[config.mk]
export PLATFORM = sky130hd
export DESIGN_NAME = beta_anneal_scheduler
export DESIGN_NICKNAME = d
export VERILOG_FILES = /design/src/rtl/beta_anneal_scheduler.sv
export SDC_FILE = /design/constraint.sdc
export NUM_CORES = 1
export LEC_CHECK = 0
export CELL_PAD_IN_SITES_DETAIL_PLACEMENT = 1
export CELL_PAD_IN_SITES_GLOBAL_PLACEMENT = 1
export CORE_ASPECT_RATIO = 0.8
export CORE_UTILIZATION = 37
export DETAILED_ROUTE_END_ITERATION = 8
export GPL_TIMING_DRIVEN = 1
export PLACE_DENSITY = 0.89
export SLEW_MARGIN = 20
export SYNTH_ARGS = -nofsm -noshare
export SYNTH_HDL_FRONTEND = slang
export SYNTH_SLANG_ARGS = --single-unit
[constraint.sdc]
create_clock -name clk -period 3.2 [get_ports clk]
set_clock_uncertainty 0.15 [all_clocks]
set_input_delay 0.64 -clock clk [delete_from_list [all_inputs] [get_ports clk]]
set_output_delay 0.64 -clock clk [all_outputs]
set_load 0.01 [all_outputs]
[src/rtl/beta_anneal_scheduler.sv]
// Annealing-schedule controller: steps a signed fixed-point beta toward a ceiling every N sweeps.
// Optional MAC drain gap around beta changes is compiled in with `define BETA_ANNEAL_DRAIN_EN.
module beta_anneal_scheduler #(
   parameter int BETA_W   = 8,
   parameter int SWEEP_W  = 16,
   parameter int STEP_W   = 8,
   parameter int PIPE_LAT = 6
) (
   input  logic              clk,
   input  logic              reset_n,
   input  logic              start,
   input  logic [BETA_W-1:0] cfg_beta_start,
   input  logic [BETA_W-1:0] cfg_beta_step,
   input  logic [BETA_W-1:0] cfg_beta_max,
   input  logic [SWEEP_W-1:0] cfg_sweeps_per_step,
   input  logic [STEP_W-1:0] cfg_num_steps,
   input  logic              sweep_done,
   output logic [BETA_W-1:0] beta,
   output logic              mac_en,
   output logic              busy,
   output logic              done,
   output logic [STEP_W-1:0] step_idx,
   output logic              err
);

   typedef enum logic [1:0] {IDLE, DRAIN, RUN, DONE} state_t;

   localparam logic signed [BETA_W:0]   SUM_MIN  = {2'b11, {(BETA_W-1){1'b0}}};
   localparam logic signed [BETA_W-1:0] BETA_MIN = {1'b1, {(BETA_W-1){1'b0}}};

   state_t                    state_reg;
   logic signed [BETA_W-1:0]  beta_reg;
   logic signed [BETA_W-1:0]  beta_step_reg;
   logic signed [BETA_W-1:0]  beta_max_reg;
   logic [SWEEP_W-1:0]        sweeps_per_step_reg;
   logic [SWEEP_W-1:0]        sweep_cnt_reg;
   logic [STEP_W-1:0]         num_steps_reg;
   logic [STEP_W-1:0]         step_idx_reg;
   logic                      mac_en_reg;
   logic                      busy_reg;
   logic                      done_reg;
   logic                      err_reg;

   logic signed [BETA_W:0]    beta_sum;
   logic signed [BETA_W:0]    beta_max_ext;
   logic signed [BETA_W-1:0]  beta_sat;
   logic [SWEEP_W-1:0]        sweep_cnt_inc;
   logic [STEP_W-1:0]         step_idx_inc;
   logic                      sweep_last;
   logic                      step_last;

`ifdef BETA_ANNEAL_DRAIN_EN
   localparam int DRAIN_W = (PIPE_LAT < 1) ? 1 : $clog2(PIPE_LAT + 1);
   localparam logic [DRAIN_W-1:0] DRAIN_LOAD = DRAIN_W'(PIPE_LAT);
   logic [DRAIN_W-1:0] drain_cnt_reg;
`endif

   // One extra bit of headroom so the step can never wrap before clamping.
   assign beta_sum     = {beta_reg[BETA_W-1], beta_reg} + {beta_step_reg[BETA_W-1], beta_step_reg};
   assign beta_max_ext = {beta_max_reg[BETA_W-1], beta_max_reg};

   always_comb begin
      beta_sat = beta_sum[BETA_W-1:0];
      if (beta_sum > beta_max_ext) begin
         beta_sat = beta_max_reg;
      end else if (beta_sum < SUM_MIN) begin
         beta_sat = BETA_MIN;
      end
   end

   assign sweep_cnt_inc = sweep_cnt_reg + SWEEP_W'(1);
   assign step_idx_inc  = step_idx_reg + STEP_W'(1);
   assign sweep_last    = (sweep_cnt_inc == sweeps_per_step_reg);
   assign step_last     = (step_idx_inc == num_steps_reg);

   always_ff @(posedge clk) begin
      if (!reset_n) begin
         state_reg           <= IDLE;
         beta_reg            <= '0;
         beta_step_reg       <= '0;
         beta_max_reg        <= '0;
         sweeps_per_step_reg <= '0;
         sweep_cnt_reg       <= '0;
         num_steps_reg       <= '0;
         step_idx_reg        <= '0;
         mac_en_reg          <= 1'b0;
         busy_reg            <= 1'b0;
         done_reg            <= 1'b0;
         err_reg             <= 1'b0;
`ifdef BETA_ANNEAL_DRAIN_EN
         drain_cnt_reg       <= '0;
`endif
      end else begin
         done_reg <= 1'b0;
         case (state_reg)
            IDLE: begin
               if (start) begin
                  beta_reg            <= cfg_beta_start;
                  beta_step_reg       <= cfg_beta_step;
                  beta_max_reg        <= cfg_beta_max;
                  sweeps_per_step_reg <= (cfg_sweeps_per_step == '0) ? SWEEP_W'(1) : cfg_sweeps_per_step;
                  num_steps_reg       <= cfg_num_steps;
                  sweep_cnt_reg       <= '0;
                  step_idx_reg        <= '0;
                  // A coincident sweep_done re-flags the error after the clear.
                  err_reg             <= sweep_done;
                  if (cfg_num_steps == '0) begin
                     state_reg  <= DONE;
                     done_reg   <= 1'b1;
                     busy_reg   <= 1'b0;
                     mac_en_reg <= 1'b0;
                  end else begin
                     busy_reg <= 1'b1;
`ifdef BETA_ANNEAL_DRAIN_EN
                     state_reg     <= DRAIN;
                     drain_cnt_reg <= DRAIN_LOAD;
                     mac_en_reg    <= 1'b0;
`else
                     state_reg  <= RUN;
                     mac_en_reg <= 1'b1;
`endif
                  end
               end else if (sweep_done) begin
                  err_reg <= 1'b1;
               end
            end
`ifdef BETA_ANNEAL_DRAIN_EN
            DRAIN: begin
               if (sweep_done) begin
                  err_reg <= 1'b1;
               end
               drain_cnt_reg <= drain_cnt_reg - DRAIN_W'(1);
               if (drain_cnt_reg <= DRAIN_W'(1)) begin
                  state_reg  <= RUN;
                  mac_en_reg <= 1'b1;
               end
            end
`endif
            RUN: begin
               if (sweep_done) begin
                  if (sweep_last) begin
                     sweep_cnt_reg <= '0;
                     step_idx_reg  <= step_idx_inc;
                     if (step_last) begin
                        state_reg  <= DONE;
                        done_reg   <= 1'b1;
                        busy_reg   <= 1'b0;
                        mac_en_reg <= 1'b0;
                     end else begin
                        beta_reg <= beta_sat;
`ifdef BETA_ANNEAL_DRAIN_EN
                        state_reg     <= DRAIN;
                        drain_cnt_reg <= DRAIN_LOAD;
                        mac_en_reg    <= 1'b0;
`endif
                     end
                  end else begin
                     sweep_cnt_reg <= sweep_cnt_inc;
                  end
               end
            end
            DONE: begin
               state_reg <= IDLE;
               if (sweep_done) begin
                  err_reg <= 1'b1;
               end
            end
            default: begin
               state_reg <= IDLE;
            end
         endcase
      end
   end

   assign beta     = beta_reg;
   assign mac_en   = mac_en_reg;
   assign busy     = busy_reg;
   assign done     = done_reg;
   assign step_idx = step_idx_reg;
   assign err      = err_reg;

endmodule

==> results.sh <==
export IMPL_cts_root_buf="clkbuf_16"
export IMPL_place_congestion=0.935
export IMPL_via_per_inst=5.81
export IMPL_grt_pass1_wl_um=25800
export IMPL_yosys_most_used_dff="dfxtp_1"
export IMPL_fin_area_um2=6220
export IMPL_ys_seq_area_share_pct=32.4
export IMPL_violations="negative setup slack"
export IMPL_hold_path_endpoint="beta_max_reg[5]"
export IMPL_worstHoldPathType="flip-flop to flip-flop"
export IMPL_dp_cells=826
export IMPL_cts_buffers=9
export IMPL_num_antenna_cells=0
export IMPL_r2r_end="beta[7]"
export IMPL_nFillCells=1478
export IMPL_reg2reg_from="beta[0]"
export IMPL_fmax_mhz=281
export IMPL_path_class="flip-flop to flip-flop"
export IMPL_multiInputGateArea_um2=3070
export IMPL_rsz0062_at_grt="true"
export IMPL_fin_util_pct=50.4
export IMPL_tightest_slew_ns=0.664
export IMPL_finalHoldViolCount=0
export IMPL_fp_coreArea_um2=12300
export IMPL_drt_iter0_drc=251
export IMPL_clk_pin_slew_ns=0.06
export IMPL_synth_net_count=667
export IMPL_dp_hpwl_um=11600
export IMPL_htree_levels=3
export IMPL_yosys_top_cells_area="dfxtp_1 32%, nand2_1 8.2%, a21boi_0 6.3%, ha_1 5.8%, xnor2_1 4.4%"
export IMPL_avgRoutedWirePerCell_um=20.2
export IMPL_p_leak_nw=2.34
export IMPL_placed_cell_area_um2=5750
export IMPL_min_period_ns=3.56
export IMPL_ant_nets=0
export IMPL_max_slew_margin_pct=55.7
export IMPL_period_share_pct=111
export IMPL_clock_sinks=77
export IMPL_dieArea_um2=13300
export IMPL_critPathArrivalTime_ns=3.68
export IMPL_synth_top_cell_by_area="dfxtp_1"
export IMPL_outcome="finished with violations"
export IMPL_antenna_found_initial=0
export IMPL_nets=749
export IMPL_setup_violations=8
export IMPL_ir_worst_vdd_mv=0.347
export IMPL_fp_dieW_um=129
export IMPL_cp_max_fo=5
export IMPL_firstDrtPassIters=5
export IMPL_io_pins=72
export IMPL_cts_hold_buf=0
export IMPL_grt_overflow=0
export IMPL_rrSetupSlack_ns=-0.36
export IMPL_synth_enable_flop_cells=0
export IMPL_startpoint_type="flip-flop"
export IMPL_fin_setup_tns_ns=-2.15
export IMPL_yosysTopAreaCellShare_pct=32.4
export IMPL_grt_usage_pct=25.2
export IMPL_cp_end_kind="flip-flop"
export IMPL_grt_max_degree=70
export IMPL_worstPathRequired_ns=3.31
export IMPL_synth_area_um2=4760
export IMPL_worstRegToRegCells=16
export IMPL_grt_pass1_vias=5045
export IMPL_drc=0
export IMPL_setup_ws_ns=-0.364
export IMPL_seqCellArea_um2=1550
export IMPL_drt_total_wl_um=17200
export IMPL_initial_core_util_pct=38.5
export IMPL_rows=36
export IMPL_port_buffers=71
export IMPL_ys_ff_latch=77
export IMPL_pwr_density_cell_nw_per_um2=798
export IMPL_min_delay_path_depth=2
export IMPL_synthDistinctLibCells=60
export IMPL_avgSynthCellArea_um2=8.04
export IMPL_drv_cap=0
export IMPL_yosys_warnings=0
export IMPL_clockBufferDepth=2
export IMPL_clk_latency_ns=0.35
export IMPL_async_flop_share_pct=0
export IMPL_total_power_mw=4.96
export IMPL_area_delta_synth_final_pct=30.7
export IMPL_drv_slew=0
export IMPL_worst_hold_startpoint="beta_max_reg[5]"
export IMPL_synthCells=592
export IMPL_route_vias_total=4936
export IMPL_cts_tree="yes"
export IMPL_drive_above_1_share_pct=12.4
export IMPL_final_cells=850
export IMPL_die_y_um=103
[worst max-delay path by stage]
stage,from,cells past startpoint,slack (ns),to
4_1_cts,beta[0],16,-0.13,beta[4]
5_1_grt,beta[0],16,-0.48,beta[7]
3_5_place_dp,beta[0],15,-0.36,beta[4]
3_3_place_gp,beta[0],15,-0.14,beta[4]
2_1_floorplan,beta[0],15,0.03,beta[3]
6_report,beta[0],16,-0.36,beta[7]
[cell usage in the layout, fill, tap and decap left out, types with 4 or more instances in the layout]
master / n
o211ai_1: 4
ha_1: 21
o31ai_1: 9
a21boi_0: 40
nor2b_1: 6
o2111ai_1: 4
o21a_1: 8
nor4_1: 7
nand4_1: 14
mux2i_1: 10
nor3_1: 6
a31oi_1: 23
xor2_1: 17
a21oi_2: 5
a21boi_1: 4
nand3_1: 18
o21ai_0: 14
buf_4: 34
o21ai_2: 4
nand2_1: 104
inv_1: 25
a21oi_1: 10
and2_1: 6
xnor2_1: 23
and3_1: 6
nor3b_1: 4
clkbuf_16: 9
dfxtp_2: 4
dfxtp_1: 73
clkdlybuf4s50_1: 70
nor2_1: 28
[layout make-up]
class                           instances  share of cell area [%]
Sequential cell                        77                    24.9
Clock inverter                          3                   0.684
Inverter                               25                    1.51
Multi-Input combinational cell        455                    49.4
Clock buffer                           13                    4.35
Timing Repair Buffer                  106                    15.8
Tap cell                              171                    3.44
[metal layers]
| layer | wire, um | vias to the layer above | track usage [%] |
|---|---|---|---|
| met2 | 8260 | 174 | 42.9 |
| li1 | - | 2280 | - |
| met5 | 0 | - | 0 |
| met4 | 386 | 0 | 9.14 |
| met3 | 845 | 40 | 4.68 |
| met1 | 7680 | 2442 | 32.1 |
[critical path, stage by stage, from the launching register on]
cell,delay [ns]
dfxtp_2,0.33
ha_4,0.16
fa_2,0.34
a21o_1,0.19
a21oi_2,0.23
o21ai_2,0.09
a21oi_2,0.21
xnor2_2,0.10
ha_1,0.33
o21a_1,0.16
o21ai_2,0.06
a211oi_2,0.23
buf_4,0.20
o21ai_4,0.09
a31oi_1,0.26
o311ai_1,0.16
mux2i_1,0.20
[repair_timing]
item / in CTS / in global routing
pin swaps: 16 / 10
gates cloned: 1 / 0
setup endpoints to repair: 8 / 17
resized for setup: 12 / 17
buffers inserted: 5 / 2
[cell usage after synthesis (2+ instances only)]
library cell / number
nand3_2: 2
o21a_1: 9
o2bb2ai_1: 3
o41ai_1: 2
xnor2_1: 24
clkbuf_1: 23
nand4_1: 14
a41oi_1: 3
nand2_1: 104
o211ai_1: 4
and3_1: 6
buf_1: 3
nand3_1: 18
ha_1: 22
and3b_1: 2
a211oi_1: 2
nor2b_1: 6
mux2i_1: 10
nor3_1: 7
buf_2: 4
nand2b_1: 2
o21ai_0: 16
or3_1: 4
nor2_1: 29
nor3b_1: 6
o2111ai_1: 4
xor2_1: 17
and4_1: 6
buf_4: 5
a32oi_1: 2
o31ai_1: 10
inv_1: 25
o21ai_1: 4
a31oi_1: 23
a21boi_1: 4
or4_1: 3
nor4_1: 8
and2_1: 6
a21boi_0: 40
dfxtp_1: 77
a21oi_1: 14
[cell families (layout without fill, tap and decap cells)]
kind of cell               after synthesis  count (layout)  share of synthesized area, %
muxes                                   10              10                          2.10
DFF                                     77              77                          32.4
buffers and inverters                   61             147                          5.47
AOI/OAI and AO/OA                      152             153                          22.4
adders and majority gates               23              23                          6.21
and+or+nand+nor                        227             227                          23.4
xor gates and xnor gates                42              42                          8.02
[report_power, final]
part	leakage [nW]	switching, mW	internal, mW	total (mW)
Sequential	0.630	0.140	1.11	1.25
Clock	0.152	0.409	0.667	1.08
Combinational	1.56	1.58	1.05	2.63
Total	2.34	2.13	2.84	4.96
[stage by stage]
| stage | worst slack (ns) | hold slack [ns] |
|---|---|---|
| 2_1_floorplan | 0.0339 | 0.293 |
| 3_3_place_gp | -0.139 | 0.306 |
| 3_5_place_dp | -0.357 | 0.317 |
| 4_1_cts | -0.127 | 0.325 |
| 5_1_grt | -0.476 | 0.352 |
| 6_report | -0.364 | 0.321 |
No activity file was read; power rests on OpenSTA's default activity.
